[src/rtl/spi_cfg_pkg.sv]
// ---------------------------------------------------------------------------
// spi_cfg_pkg
// Shared definitions for the SPI configuration controller slice: default
// field widths of the 16-bit write frame, the write flag that leads every
// frame, the controller state encoding, and the register map of the PWM
// peripheral that this controller programs.
// ---------------------------------------------------------------------------
package spi_cfg_pkg;

  localparam int ADDR_W  = 7;
  localparam int DATA_W  = 8;
  localparam int FRAME_W = 1 + ADDR_W + DATA_W;

  // Leading bit of every frame; the peripheral only accepts writes.
  localparam logic WRITE_BIT = 1'b1;

  typedef enum logic [2:0] {
    IDLE,
    SETUP,
    SHIFT,
    HOLD,
    GAP
  } state_t;

  // Peripheral register map.
  localparam logic [ADDR_W-1:0] EN_REG_OUT_7_0  = 7'h00;
  localparam logic [ADDR_W-1:0] EN_REG_OUT_15_8 = 7'h01;
  localparam logic [ADDR_W-1:0] EN_REG_PWM_7_0  = 7'h02;
  localparam logic [ADDR_W-1:0] EN_REG_PWM_15_8 = 7'h03;
  localparam logic [ADDR_W-1:0] PWM_DUTY_CYCLE  = 7'h04;

endpackage

[src/rtl/spi_cfg_controller_if.sv]
// ---------------------------------------------------------------------------
// spi_cfg_controller_if
// Bundles the request handshake, the SPI pins and the status flags of the
// configuration controller.
//   req_valid/req_addr/req_data : write request from the requester
//   req_ready                   : controller idle, request taken on valid&ready
//   sclk/ncs/copi               : SPI mode-0 pins toward the peripheral
//   busy/done                   : frame in progress / one-cycle completion
// The controller uses the slave modport, the requester the master modport.
// ---------------------------------------------------------------------------
interface spi_cfg_controller_if #(
  parameter int ADDR_W = spi_cfg_pkg::ADDR_W,
  parameter int DATA_W = spi_cfg_pkg::DATA_W
);

  logic              req_valid;
  logic              req_ready;
  logic [ADDR_W-1:0] req_addr;
  logic [DATA_W-1:0] req_data;
  logic              sclk;
  logic              ncs;
  logic              copi;
  logic              busy;
  logic              done;

  modport master (
    output req_valid, req_addr, req_data,
    input  req_ready, sclk, ncs, copi, busy, done
  );

  modport slave (
    input  req_valid, req_addr, req_data,
    output req_ready, sclk, ncs, copi, busy, done
  );

endinterface

[src/rtl/spi_half_period_timer.sv]
// ---------------------------------------------------------------------------
// spi_half_period_timer
// Free-running CLK_DIV divider that paces every timed state of the
// controller. Counts 0..CLK_DIV-1 and wraps, pulsing o_tick on the terminal
// count. While i_restart is high the count is pinned at zero, so the first
// timed state after a restart lasts exactly CLK_DIV cycles.
//   clk, rst_n : clock, synchronous active-low reset
//   i_restart  : hold the count at zero (no tick while high)
//   o_tick     : terminal-count pulse
// ---------------------------------------------------------------------------
module spi_half_period_timer #(
  parameter int CLK_DIV = 4
) (
  input  logic clk,
  input  logic rst_n,
  input  logic i_restart,
  output logic o_tick
);

  localparam logic [7:0] TERM_COUNT = 8'(CLK_DIV - 1);

  logic [7:0] r_count;
  logic       w_terminal;

  assign w_terminal = (r_count == TERM_COUNT);
  assign o_tick     = w_terminal && !i_restart;

  // Half-period counter: cleared on restart and on terminal count.
  always_ff @(posedge clk) begin
    if (!rst_n) begin
      r_count <= 8'd0;
    end else if (i_restart || w_terminal) begin
      r_count <= 8'd0;
    end else begin
      r_count <= r_count + 8'd1;
    end
  end

endmodule

[src/rtl/spi_cfg_controller.sv]
// ---------------------------------------------------------------------------
// spi_cfg_controller
// SPI mode-0 initiator that turns register-write requests into 16-bit
// frames {write bit, address, data}, MSB first. A frame is SETUP (ncs low,
// first bit presented), 16 sclk periods of CLK_DIV high / CLK_DIV low, HOLD
// (ncs still low, sclk and copi low), then GAP (ncs high) before returning to
// IDLE with a one-cycle done pulse.
//   clk, rst_n : clock, synchronous active-low reset
//   bus        : request handshake, SPI pins and status (slave modport)
// ---------------------------------------------------------------------------
module spi_cfg_controller #(
  parameter int CLK_DIV = 4,
  parameter int ADDR_W  = spi_cfg_pkg::ADDR_W,
  parameter int DATA_W  = spi_cfg_pkg::DATA_W
) (
  input  logic                 clk,
  input  logic                 rst_n,
  spi_cfg_controller_if.slave  bus
);

  import spi_cfg_pkg::*;

  localparam int         FRAME_W  = 1 + ADDR_W + DATA_W;
  localparam logic [4:0] LAST_BIT = 5'(FRAME_W);

  state_t             r_state;
  state_t             w_nextState;
  logic [FRAME_W-1:0] r_shift;
  logic [4:0]         r_bitCnt;
  logic               r_sclkHigh;
  logic               r_done;
  logic               w_tick;
  logic               w_accept;
  logic               w_restart;

  assign w_accept  = (r_state == IDLE) && bus.req_valid;
  assign w_restart = (r_state == IDLE);

  spi_half_period_timer #(
    .CLK_DIV (CLK_DIV)
  ) u_timer (
    .clk       (clk),
    .rst_n     (rst_n),
    .i_restart (w_restart),
    .o_tick    (w_tick)
  );

  always_ff @(posedge clk) begin
    if (!rst_n) begin
      r_state <= IDLE;
    end else begin
      r_state <= w_nextState;
    end
  end

  // Every timed state ends on a timer tick; SHIFT only ends once the low
  // half of the last bit has elapsed, so sclk rises exactly FRAME_W times.
  always_comb begin
    w_nextState = r_state;
    case (r_state)
      IDLE:    if (w_accept) w_nextState = SETUP;
      SETUP:   if (w_tick) w_nextState = SHIFT;
      SHIFT:   if (w_tick && !r_sclkHigh && (r_bitCnt == LAST_BIT)) w_nextState = HOLD;
      HOLD:    if (w_tick) w_nextState = GAP;
      GAP:     if (w_tick) w_nextState = IDLE;
      default: w_nextState = IDLE;
    endcase
  end

  // Frame datapath. The shift register advances on the falling sclk edge so
  // the next bit sits on copi a full half-period before the following rise.
  // Zeros shift in behind the data, so copi is already low by HOLD.
  always_ff @(posedge clk) begin
    if (!rst_n) begin
      r_shift    <= '0;
      r_bitCnt   <= 5'd0;
      r_sclkHigh <= 1'b0;
      r_done     <= 1'b0;
    end else begin
      r_done <= (r_state == GAP) && w_tick;
      case (r_state)
        IDLE: begin
          if (w_accept) begin
            r_shift    <= {WRITE_BIT, bus.req_addr, bus.req_data};
            r_bitCnt   <= 5'd0;
            r_sclkHigh <= 1'b0;
          end
        end
        SETUP: begin
          if (w_tick) r_sclkHigh <= 1'b1;
        end
        SHIFT: begin
          if (w_tick) begin
            if (r_sclkHigh) begin
              r_sclkHigh <= 1'b0;
              r_shift    <= {r_shift[FRAME_W-2:0], 1'b0};
              r_bitCnt   <= r_bitCnt + 5'd1;
            end else if (r_bitCnt != LAST_BIT) begin
              r_sclkHigh <= 1'b1;
            end
          end
        end
        default: ;
      endcase
    end
  end

  always_comb begin
    bus.req_ready = 1'b0;
    bus.busy      = 1'b1;
    bus.ncs       = 1'b1;
    bus.sclk      = 1'b0;
    bus.copi      = 1'b0;
    bus.done      = r_done;
    case (r_state)
      IDLE: begin
        bus.req_ready = 1'b1;
        bus.busy      = 1'b0;
      end
      SETUP: begin
        bus.ncs  = 1'b0;
        bus.copi = r_shift[FRAME_W-1];
      end
      SHIFT: begin
        bus.ncs  = 1'b0;
        bus.sclk = r_sclkHigh;
        bus.copi = r_shift[FRAME_W-1];
      end
      HOLD: begin
        bus.ncs = 1'b0;
      end
      default: ;
    endcase
  end

endmodule

[src/flat_wrapper.sv]
// flat-port wrapper written by rule: the top's interface ports become plain ports
module spi_cfg_controller_flat import spi_cfg_pkg::*;
#(
  parameter int CLK_DIV = 4,
  parameter int ADDR_W  = spi_cfg_pkg::ADDR_W,
  parameter int DATA_W  = spi_cfg_pkg::DATA_W
)
  (clk, rst_n, bus_req_valid, bus_req_addr, bus_req_data, bus_req_ready, bus_sclk, bus_ncs, bus_copi, bus_busy, bus_done);
  spi_cfg_controller_if #(.ADDR_W(ADDR_W), .DATA_W(DATA_W)) bus_i ();
  input  logic clk;
  input  logic rst_n;
  input wire logic [$bits(bus_i.req_valid)-1:0] bus_req_valid;
  input wire logic [$bits(bus_i.req_addr)-1:0] bus_req_addr;
  input wire logic [$bits(bus_i.req_data)-1:0] bus_req_data;
  output wire logic [$bits(bus_i.req_ready)-1:0] bus_req_ready;
  output wire logic [$bits(bus_i.sclk)-1:0] bus_sclk;
  output wire logic [$bits(bus_i.ncs)-1:0] bus_ncs;
  output wire logic [$bits(bus_i.copi)-1:0] bus_copi;
  output wire logic [$bits(bus_i.busy)-1:0] bus_busy;
  output wire logic [$bits(bus_i.done)-1:0] bus_done;
  assign bus_i.req_valid = bus_req_valid;
  assign bus_i.req_addr = bus_req_addr;
  assign bus_i.req_data = bus_req_data;
  assign bus_req_ready = bus_i.req_ready;
  assign bus_sclk = bus_i.sclk;
  assign bus_ncs = bus_i.ncs;
  assign bus_copi = bus_i.copi;
  assign bus_busy = bus_i.busy;
  assign bus_done = bus_i.done;
  spi_cfg_controller #(.CLK_DIV(CLK_DIV), .ADDR_W(ADDR_W), .DATA_W(DATA_W)) u_core (.clk(clk), .rst_n(rst_n), .bus(bus_i));
endmodule
[config.mk]
export PLATFORM = sky130hd
export DESIGN_NAME = spi_cfg_controller_flat
export DESIGN_NICKNAME = d
export VERILOG_FILES = /design/src/rtl/spi_cfg_pkg.sv /design/src/rtl/spi_cfg_controller_if.sv /design/src/rtl/spi_half_period_timer.sv /design/src/rtl/spi_cfg_controller.sv /design/src/flat_wrapper.sv
export SDC_FILE = /design/constraint.sdc
export NUM_CORES = 1
export LEC_CHECK = 0
export BUFFER_PORTS_ARGS = -buffer_cell sky130_fd_sc_hd__buf_2
export CORE_MARGIN = 2
export CORE_UTILIZATION = 25
export DETAILED_ROUTE_END_ITERATION = 6
export GPL_ROUTABILITY_DRIVEN = 0
export PLACE_DENSITY = 0.41
export SKIP_LAST_GASP = 1
export SLEW_MARGIN = 10
export SYNTH_ARGS = -nofsm -noshare
export SYNTH_HDL_FRONTEND = slang
export SYNTH_SLANG_ARGS = --single-unit
[constraint.sdc]
create_clock -name clk -period 2.7 [get_ports clk]
set_input_delay 0.54 -clock clk [delete_from_list [all_inputs] [get_ports clk]]
set_output_delay 0.54 -clock clk [all_outputs]
set_load 0.02 [all_outputs]
==> results of run 1 <==
[registers in the layout, summed over array words and instances, names as in the netlist]
name and flops:
u_core.bus.done 1, u_core.r_bitCnt 5, u_core.r_sclkHigh 1, u_core.r_shift 16
u_core.r_state 3, u_core.u_timer.r_count 8
[cell type report]
type,count,area [sq um],area share [%]
multi-input cells,135,988,48.3
clock inverters,1,5.00,0.244
flip-flops and latches,34,681,33.2
clock buffers,7,86.3,4.22
well taps,96,120,5.86
repair buffers,27,145,7.09
inverters,6,22.5,1.10
[path summary, 6_finish.rpt]
check	from	endpoint	slack, ns	cells after the start
hold / removal	u_core.u_timer.r_count[0]	u_core.u_timer.r_count[0]	0.46	1
hold reg to reg	u_core.u_timer.r_count[0]	u_core.u_timer.r_count[0]	0.46	1
setup reg to reg	u_core.r_state[1]	u_core.r_shift[2]	0.54	4
setup / recovery	u_core.r_state[1]	bus_sclk	0.44	3
[cell families (layout without fill, tap and decap cells)]
logic type                 after synthesis  in the layout
xor gates and xnor gates                 6              6
and+or+nand+nor                         58             58
DFF                                     34             34
adders and majority gates                3              3
muxes                                   18             18
buffers and inverters                   18             41
AOI/OAI and AO/OA                       50             50
[power by group]
part           internal [mW]  switching [mW]  total [mW]
combinational          0.311           0.427       0.738
sequential             0.612          0.0973       0.709
clock                  0.206           0.195       0.401
[metrics by stage]
step | setup WS (ns) | power (mW) | hold slack (ns) | instance area [sq um]
after floorplan | 0.683 | 1.29 | 0.418 | 1750
after global placement | 0.537 | 1.47 | 0.431 | 1960
after detailed placement | 0.567 | 1.46 | 0.441 | 1960
after CTS | 0.425 | 1.87 | 0.458 | 2050
after global routing | 0.255 | 1.98 | 0.477 | 2050
final | 0.437 | 1.85 | 0.459 | 2050
[synth_stat cells, drive strengths merged, types with 2 or more instances]
library cell	n
dfxtp	34
a21oi	20
mux2i	18
a211oi	14
nor2	12
nand2	11
buf	8
inv	6
nand3	5
o21ai	5
or3	5
clkbuf	4
nand2b	4
nor3	4
xnor2	4
and3	3
ha	3
nand4	3
a21boi	2
and2	2
nor4b	2
xor2	2
[per-layer routing]
| metal | share of wire (%) | up-vias | global-route usage [%] | wire [microns] |
|---|---|---|---|---|
| met3 | 5.6 | 8 | 3.30 | 231 |
| met5 | 0 | - | 0 | 0 |
| met1 | 51 | 619 | 16.3 | 2110 |
| met4 | 1.7 | 0 | 5.45 | 69 |
| met2 | 41 | 33 | 16.9 | 1690 |
| li1 | - | 728 | - | - |
==> results.txt, run 1 <==
The clock tree buffer depth is 2. The largest fanout of any net on the critical path came out at 11. After synthesis, the share of flip-flops with an asynchronous set or reset is 0%. The top cell types in the final layout, fill and taps aside, are sky130_fd_sc_hd__dfxtp_1 (34), sky130_fd_sc_hd__buf_2 (23), sky130_fd_sc_hd__a21oi_1 (20).

The routed via count divided by cell count is between 4 and 5. The height of the die came out at slightly below 90 microns. The total global-route track usage came out at a little under an eighth. The peak per-stage delay on the critical path came out at 0.54 ns. The count of distinct cell types in the synthesized netlist came out at 44. The repair_antennas step left the layout with diodes totalling 0. The startpoint type of the worst setup path is a flip-flop.

CTS saw 34 sinks. The number of antenna violations at the first check in global routing came out at 0. The share of synthesized area spent on multiplexers came out at between 10 and 15%. The critical path arrival is approximately 1.7 ns. The synthesized netlist devotes a little over a fifth of its cell area to compound gates.

For this run, the leading register cell type out of synthesis is sky130_fd_sc_hd__dfxtp_1. The CTS buffer count is 5. The aggregate routed wire length is about 4100 microns.

The slew at the pin closest to its max-slew limit is around 0.73 ns. The synthesized-area fraction occupied by and/or/nand/nor cells came out at between 10% and 20%. The number of global-route vias before repair is about 1,400. Power spread over the standard cell area amounts to around 900 mW/mm^2. From left edge to right edge, the die measures ~88 microns. Together, buffers and inverters on the worst path number 1. The post-route fraction of the period consumed by the critical path is a little over four fifths. In this run the mean area of a mapped cell was around 9.4 sq um. The share of the Yosys chip area taken by registers is about two fifths. The detailed-placement wirelength estimate is 2790 microns.

Setup repair after global routing left no endpoint under its margin. On the critical path, the stage with the largest delay is an instance of sky130_fd_sc_hd__dfxtp_1. The count of unresolved DRC violations after routing came out at 0. The die area came out at about 0.0077 sq mm. The critical path endpoint category is an output pin. The final non-filler cell total came out at approximately 300. The register bit count reported by yosys is 34.

The signal on the critical path passes through nor3b_4 > and2_1 > buf_2. The number of hold violations in the final report is 0. For this design, the CTS-stage hold fixing added 0 buffers. At the end of the flow the core is filled with cells to 30.1%.

The arithmetic-cell share of the synthesized area counting full adders, half adders and majority gates came out at between 2 and 2.5%. The global-route congestion overflow total is 0. The kind of critical path is flip-flop to output pin. The kind of cell with the highest combined delay along the critical path is simple AND/OR/NAND/NOR gates.

The worst vdd rail ir drop came out at about 0.34 mV. In this run the cell area of the synthesized design comes to 0.00175 sq mm. In this run the remaining antenna-violating nets after routing total 0. After synthesis, the largest family of logic cells by area is compound AO/OA/AOI/OAI gates.

The largest net degree at the start of global routing came out at 23. Gates resized during post-CTS repair numbered 0. The post-synthesis to final-layout area growth is 16.8%. The first detailed-routing pass took 4 iterations. The maximum level of the CTS H-tree came out at 2. For this design the top-level I/O count stands at 24.

The required time of the critical path is between 2 and 2.5 ns. The total number of vias came out at ~1,400. The final worst clock skew came out at roughly 0.0046 ns. The core region area came out at between 0.006 and 0.007 sq mm. The final-report max-slew violation count is 0.

The total negative setup slack is 0 ns. The TritonCTS clock tree is done. The leakage component of the power came out at between 0.7 and 0.8 nW. After clock tree synthesis, the clock-pin slew on the worst setup and hold paths is 0.07 ns. The top achievable clock speed came out at ~440 MHz. The cell count after placement came out at 298. The final count of negative-setup-slack endpoints is 0. The flow ran to the end, and the final reports show no timing, DRC or antenna violations. When the netlist entered floorplanning its net count stood at between 200 and 250. The share of layout cells above drive strength 1 is between 20% and 30%. The post-synthesis xor/xnor area fraction is under 10%. The number of buffers inserted to repair setup after CTS is 0. The routed design could run at a clock period as short as about 2.3 ns. The count of input and output buffers is 23. The tree is rooted in a sky130_fd_sc_hd__clkbuf_8. The warning count from the yosys run is 0.

The first-pass GRT wire length is around 7000 microns. The synthesized design contains 0 enable-type register cells. In the post-synthesis netlist, the biggest area contributors are sky130_fd_sc_hd__dfxtp_1 (39%), sky130_fd_sc_hd__mux2i_1 (10%), sky130_fd_sc_hd__a211oi_1 (6.0%). The DRC violation total after the first TritonRoute iteration is 48. The worst slew slack as a fraction of its limit came out at 51.3%. sky130_fd_sc_hd__dfxtp_1 takes more of the synthesized area than any other cell. Counting the fill cells in the layout gives around 700.

The post-synthesis instance total is roughly 190. The number of max-cap violations is 0. The later pin in the worst-skew pair is clocked with a latency of between 0.2 and 0.3 ns. The effective utilization at floorplan came out at 25.8%.

The proportion of netlist area held by the largest area contributor came out at about two fifths. The count of standard-cell rows came out at 30. The worst hold path belongs to the class flip-flop to flip-flop.

The net count reported at finish is between 200 and 250. The library cell used most frequently in the layout, excluding fill and tap cells, is sky130_fd_sc_hd__dfxtp_1. In the final routed layout, each cell accounts on average for ~13 microns.
(Power assumes the default switching activity.)
==> run 2, diff against run 1 <==
- clock period: 2.7 -> 2.2 ns (I/O delays scaled with it)
==> run 2 against run 1 <==
Clock-buffer cell count unchanged. Global-route usage about the same. Highest routed layer unchanged. Sequential share of layout area down 0.91 points. Worst hold slack worse by 0.072 ns. Largest power group unchanged. Clock skew down 0.00088 ns. Combinational power up 32%. Design area up 3.0%. Routed wire length up 2.3%. Non-clock buffer count up 8. Sequential power up 21%. Power up 26%. Via count up 3.2%.
==> results.txt, run 2 (same netlist as run 1, synthesis figures left out) <==
The flow ran to the end, and the final reports show no timing, DRC or antenna violations. The critical path arrival is 1.56 ns. In this run the critical register-to-register path is launched from u_core.u_timer.r_count[0]. TritonCTS created 5 clock buffers. The global-route congestion overflow total came out at 0.

The top achievable clock speed is about 500 MHz. The endpoint identified for the worst register-to-register timing path is u_core.r_sclkHigh. Once the clock tree was built, the setup fixing pass inserted 0 buffers. The total global-route track usage is between 10% and 20%.

The routed via count divided by cell count came out at between 4 and 5. In the final layout, the share of cells above drive strength 1 is around a quarter. The total number of vias came out at around 1,400. The iteration count of the initial detailed-routing pass is 4. For hold timing, the worst endpoint is u_core.r_shift[0]. After clock tree synthesis, the repair step resized 0 gates.

The die covers just under 0.008 sq mm. The effective utilization at floorplan came out at 25.8%. The peak per-stage delay on the critical path came out at between 0.3 and 0.4 ns. Counting flops per register, the top entry is u_core.r_shift. The largest fanout of any net on the critical path came out at 6. The DRC violation total after the first TritonRoute iteration came out at 84. The total negative setup slack came out at 0 ns. The power per cell area is 1100 mW/mm^2. The tree is rooted in a sky130_fd_sc_hd__clkbuf_8.

The path category of the worst min-delay check is primary input to flip-flop. The required time of the critical path came out at about 1.8 ns. For the pin with the worst max-slew slack, the measured transition is 0.561 ns.

The largest net degree at the start of global routing came out at 20. The critical path endpoint category is an output pin. The post-synthesis to final-layout area growth came out at 20.3%. The number of cells traversed by the worst hold path came out at 3. The first-pass GRT wire length is approximately 7000 microns. The worst slew slack as a fraction of its limit is a little over three fifths. The post-detailed-route count of antenna-violating nets came out at 0. The net count reported at finish came out at roughly 240.

The clock network latency to the later pin of the worst-skew pair is slightly below 0.3 ns. The minimum period implied by the final worst setup slack came out at 2.00 ns. Clock-pin slew was measured on the worst setup and hold paths at ~0.070 ns. The detailed-placement wirelength estimate is roughly 2900 microns. The largest registers in the layout are u_core.r_shift: 16 flops, u_core.u_timer.r_count: 8 flops, u_core.r_bitCnt: 5 flops.

The flip-flop count of the largest register, all copies and words added came out at 16. The maximum level of the CTS H-tree came out at 2. The worst vdd rail ir drop is roughly 0.37 mV. By startpoint and endpoint, the worst setup path is classified as flip-flop to output pin. The worst setup path is launched from a flip-flop. The core region area is approximately 0.0068 sq mm. The buffering stage count on the worst path with inverters included is 2.

The analysis attributes to cell leakage a power of around 0.77 nW. The flop-to-flop setup slack came out at about 0.24 ns. Setup violations remaining at the end of the flow were counted as 0. After clock tree synthesis, the flow added hold-fix buffers numbering 0. The library cell used most frequently in the layout, excluding fill and tap cells, is sky130_fd_sc_hd__dfxtp_1. The die span in x is 87.8 microns. The clock tree buffer depth is 2. 0 antenna diodes ended up in the layout.

The aggregate routed wire length came out at roughly 4200 microns. The worst hold path begins at bus_req_data[0]. The number of hold violations in the final report is 0. The number of antenna violations at the first check in global routing was 0. The final-report max-slew violation count came out at 0. In the final routed layout, each cell accounts on average for approximately 13 microns. The count of input and output buffers is 23. On the final layout, the worst clock skew is approximately 0.0038 ns. The number of global-route vias before repair came out at around 1,500. For this run, design rule violations remaining after detail routing come to 0. The cell at the slowest stage of the critical path is sky130_fd_sc_hd__dfxtp_1. The count of clock tree sinks came out at 34.

The worst path uses 90.9% of the clock period. The final total power came out at 2.32 mW. The worst register-to-register path has a depth of 5.

Grouping stages by cell kind, the critical path spends the most delay in flip-flops. Setup repair after global routing left no endpoint under its margin. The count of standard-cell rows came out at 30. During I/O placement, the number of pins put on the boundary was 24. The signal on the critical path passes through buf_4 > nand2b_1 > a21oi_1 > and2_1 > buf_2. The height of the die is just under 90 microns. Leaving out fill and tap cells, the most frequent cells in the layout are sky130_fd_sc_hd__dfxtp_1 (33), sky130_fd_sc_hd__buf_2 (23), sky130_fd_sc_hd__a21oi_1 (20). The TritonCTS clock tree is done. The number of max-cap violations came out at 0.
[run 2: cell types whose count changed in the layout (fill, tap and decap cells not counted), sizes merged]
cell | before | now
buf | 27 | 35
[run 2: worst max-delay path by stage]
stage | startpoint | endpoint | slack (ns) | depth (start not counted)
after floorplan | u_core.r_state[1] | bus_sclk | 0.28 | 5
after global placement | u_core.r_state[2] | u_core.r_shift[15] | 0.26 | 5
after detailed placement | u_core.u_timer.r_count[0] | u_core.r_sclkHigh | 0.25 | 5
after CTS | u_core.r_state[0] | bus_copi | 0.06 | 4
after global routing | u_core.r_state[2] | u_core.r_shift[15] | 0.05 | 5
final | u_core.r_state[1] | bus_copi | 0.20 | 5
[run 2: worst register-to-register path: stages, from the launching register on]
cell and delay [ns]:
sky130_fd_sc_hd__dfxtp_1 0.35, sky130_fd_sc_hd__ha_1 0.22, sky130_fd_sc_hd__or4b_4 0.50, sky130_fd_sc_hd__a2111o_1 0.43
sky130_fd_sc_hd__and3_1 0.19, sky130_fd_sc_hd__o21a_1 0.17
[run 2: routing by layer]
layer / vias to the layer above / part of all wire (%) / GRT usage, %
li1: 739 / - / -
met1: 664 / 49 / 14.9
met2: 25 / 45 / 18.7
met3: 4 / 5.6 / 4.15
met4: 0 / 1.0 / 3.78
met5: - / 0 / 0
[run 2: where the power goes]
part,switching [mW],leakage (nW),internal (mW)
Combinational,0.551,0.444,0.426
Clock,0.234,0.0482,0.253
Sequential,0.107,0.278,0.753
[run 2: area by class of cell]
class | count | area, sq um
clock buffers | 7 | 86.3
clock inverters | 1 | 5.00
fillers | 741 | 4680
inverters | 6 | 22.5
multi-input cells | 135 | 988
flip-flops and latches | 34 | 682
well taps | 96 | 120
repair buffers | 35 | 205
[run 2: stage by stage]
| stage | util [%] | hold slack, ns | area [sq um] | instances | setup WS [ns] |
|---|---|---|---|---|---|
| after floorplan | - | 0.418 | 1750 | 187 | 0.283 |
| after CTS | 31.0 | 0.384 | 2110 | 314 | 0.0568 |
| after global routing | 31.0 | 0.408 | 2110 | 314 | 0.0452 |
| after global placement | 29.7 | 0.433 | 2020 | 306 | 0.258 |
| final | 31.0 | 0.388 | 2110 | 314 | 0.199 |
| after detailed placement | 29.7 | 0.443 | 2020 | 306 | 0.251 |
==> run 3, diff against run 2 <==
- SYNTH_HIERARCHICAL: unset -> 1
==> run 3 against run 2 <==
Worst hold slack better by 0.040 ns. Design area down 4.4%. Setup slack worse by 0.030 ns. Clock skew up 0.0061 ns. Highest routed layer unchanged. Combinational power down 87%.
==> results.txt, run 3 <==
The height of the die is 84.3 microns. The post-route fraction of the period consumed by the critical path came out at 92.3%. The number of antenna violations at the first check in global routing was 0. In the layout the commonest cells are sky130_fd_sc_hd__dfxtp_1 (34), sky130_fd_sc_hd__buf_2 (23), sky130_fd_sc_hd__a21oi_1 (19). The worst setup path is captured at a flip-flop. The library cell used most frequently in the layout, excluding fill and tap cells, is sky130_fd_sc_hd__dfxtp_1. Setup repair after global routing left no endpoint under its margin. The share of layout cells above drive strength 1 is a little under a quarter. The die area came out at around 0.0071 sq mm. The number of max-cap violations is 0. The count of unresolved DRC violations after routing is 0. The async set-reset flop share out of synthesis came out at 0%. The clock tree buffer depth came out at 2.

After the last flow step, the layout net total stands at around 230. The die span in x came out at ~84 microns. The proportion of netlist area held by the largest area contributor came out at a little over two fifths. The clock network latency to the later pin of the worst-skew pair is 0.29 ns. The first-pass GRT wire length came out at ~6100 microns. The largest registers in the layout are u_core/r_shift: 16 flops, u_core/u_timer/r_count: 8 flops, u_core/r_bitCnt: 5 flops. The number of placed I/O pins is 24. The path class of the tightest hold or removal check is primary input to flip-flop. The HPWL after detailed placement is roughly 2400 microns. The core utilization of the finished layout came out at approximately 32%.

The minimum period implied by the final worst setup slack came out at a little over 2 ns. In the post-synthesis netlist, the biggest area contributors are sky130_fd_sc_hd__dfxtp_1 (42%), sky130_fd_sc_hd__mux2i_1 (9.3%), sky130_fd_sc_hd__a21oi_1 (5.9%). The routed via count divided by cell count came out at 4.59.

The final count of negative-setup-slack endpoints came out at 0. The effective utilization at floorplan is about a quarter. The total negative setup slack is 0 ns. The global-route congestion overflow total came out at 0. The average cell area after synthesis came out at slightly below 9 sq um. The largest net degree at the start of global routing came out at 32. The final worst clock skew is a little under 0.01 ns.

The pre-antenna-repair detailed-routing pass consisted of 4 iterations. The destination of the worst register-to-register timing path is u_core/r_bitCnt[4]. STA classifies the critical path startpoint as a flip-flop. The leakage component of the power came out at about 0.75 nW.

The TritonCTS clock tree is done. The worst register-to-register path has a depth of 8. The critical path ends at u_core/r_bitCnt[4].

The total number of vias is between 1,000 and 1,500. In the final routed layout, each cell accounts on average for 12.3 microns. The count of clock tree sinks came out at 34. At the worst endpoint, the required time is 2.42 ns. The worst vdd rail ir drop came out at 0.386 mV.

The post-synthesis instance total is 184. The setup path with the least slack is of type flip-flop to flip-flop. The number of global-route vias before repair came out at 1,303.

For this run, the leading register cell type out of synthesis is sky130_fd_sc_hd__dfxtp_1. The power per cell area came out at between 700 and 800 mW/mm^2. The number of hold violations in the final report came to 0.

The routed design has roughly 3600 microns of wire. The most flop-heavy register is u_core/r_shift. The register bit count reported by yosys came out at 34.

The final-report max-slew violation count came to 0. The top achievable clock speed is 492 MHz. The DRC violation total after the first TritonRoute iteration is 59. In this run the worst setup path begins at u_core/u_timer/r_count[1]. The startpoint identified for the worst register-to-register timing path is u_core/u_timer/r_count[1]. The post-synthesis to final-layout area growth is 25.0%. The critical path arrival came out at about 2.3 ns.

The core region area is 0.00628 sq mm. The count of distinct cell types in the synthesized netlist came out at 37. The warning count from the yosys run is 6. The tree is rooted in a sky130_fd_sc_hd__clkbuf_8. The largest fanout of any net on the critical path came out at 4. The number of flops mapped to enable cells by yosys came out at 0.

The total global-route track usage came out at 10.6%. The flow ran to the end, and the final reports show no timing, DRC or antenna violations. The CTS buffer count came out at 5.

Row generation in the floorplan step produced 29 rows. The synthesized design spends more area on one cell type than any other, namely sky130_fd_sc_hd__dfxtp_1. The netlist area before placement is 0.00161 sq mm. The post-detailed-route count of antenna-violating nets is 0. The post-CTS clock slew at the launch and capture registers of the worst setup and hold paths is roughly 0.07 ns. The slew at the pin closest to its max-slew limit is between 0.4 and 0.5 ns.

The net count of the mapped netlist is a little over 200. The commonest cells after synthesis are sky130_fd_sc_hd__dfxtp_1 (34), sky130_fd_sc_hd__a21oi_1 (19), sky130_fd_sc_hd__o21ai_0 (18). Summing the sequential cell areas from Yosys gives 42.2% of the chip area. The flop-to-flop setup slack is ~0.17 ns. 0 antenna diodes ended up in the layout. The worst slew slack as a fraction of its limit came out at around 71%. The most frequent cell after synthesis is sky130_fd_sc_hd__dfxtp_1. Buffers added to address setup during post-CTS repair amount to 0. The maximum level of the CTS H-tree is 2. The flip-flop count of the largest register, all copies and words added is 16. The count of input and output buffers is 23.
[run 3: cell types whose count changed after synthesis, sizes merged, moves of 3 or more]
cell and delta:
o21ai +15, a211o +3, xor2 +3, mux2i -3, nand3 +3, nor3b +3, a211oi -13
[run 3: worst min path at each step]
| stage | cells after the start | to | start |
|---|---|---|---|
| final | 3 | u_core/r_shift[0] | bus_req_data[0] |
| after global routing | 3 | u_core/r_shift[0] | bus_req_data[0] |
| after CTS | 3 | u_core/r_shift[0] | bus_req_data[0] |
| after detailed placement | 2 | u_core/r_shift[0] | u_core/r_shift[0] |
| after global placement | 2 | u_core/r_shift[0] | u_core/r_shift[0] |
| after floorplan | 1 | u_core/u_timer/r_count[0] | u_core/u_timer/r_count[0] |
[run 3: where the power goes]
part           total, mW  switching, mW  internal, mW
clock              0.720          0.236         0.484
sequential         0.660         0.0148         0.645
combinational      0.130         0.0719        0.0582
total               1.51          0.323          1.19
[run 3: cell type report]
cell class	instances	area (sq um)
well taps	77	96.3
clock inverters	2	60.1
multi-input cells	131	867
inverters	7	26.3
repair buffers	33	203
flip-flops and latches	34	681
clock buffers	6	82.6
fillers	670	4260
[run 3: kinds of logic (layout without fill, tap and decap cells)]
logic type | after synthesis | in the layout | synth area share, %
AO/OA/AOI/OAI | 49 | 49 | 17.3
XOR/XNOR | 8 | 8 | 4.34
multiplexers | 16 | 16 | 10.0
adder cells (fa/ha/maj) | 3 | 3 | 2.33
buffers and inverters | 19 | 48 | 5.43
AND/OR/NAND/NOR | 55 | 55 | 18.4
flip-flops | 34 | 34 | 42.2
[run 3: what timing repair did]
item	in CTS	in global routing
hold endpoints to repair	0	0
hold buffers	0	0
resized for setup	0	3
setup endpoints to repair	0	13
[run 3: worst max-delay path: stages, from the launching register on]
cell	delay, ns
sky130_fd_sc_hd__dfxtp_1	0.37
sky130_fd_sc_hd__ha_1	0.21
sky130_fd_sc_hd__nor4b_4	0.23
sky130_fd_sc_hd__nand2_1	0.09
sky130_fd_sc_hd__nor2_2	0.13
sky130_fd_sc_hd__nand3_2	0.12
sky130_fd_sc_hd__a211o_1	0.35
sky130_fd_sc_hd__or4_1	0.40
sky130_fd_sc_hd__o21ai_1	0.08
[run 3: layer usage]
layer  GRT usage, %  share of wire [%]  vias to the layer above
met5              0                  0                        -
met4           4.11                1.9                        0
li1               -                  -                      699
met3           3.54                3.8                        7
met1           13.7                 49                      602
met2           16.3                 45                       23
[run 3: through the flow]
step	total power [mW]	cells	setup slack (ns)	hold slack (ns)	cell area, sq um
6_report	1.51	290	0.169	0.427	2020
5_1_grt	1.59	290	0.00537	0.452	2020
2_1_floorplan	0.754	184	0.0176	0.441	1620
3_3_place_gp	0.806	282	0.0800	0.456	1850
4_1_cts	1.54	290	0.0358	0.421	2000
3_5_place_dp	0.805	282	0.0425	0.460	1850
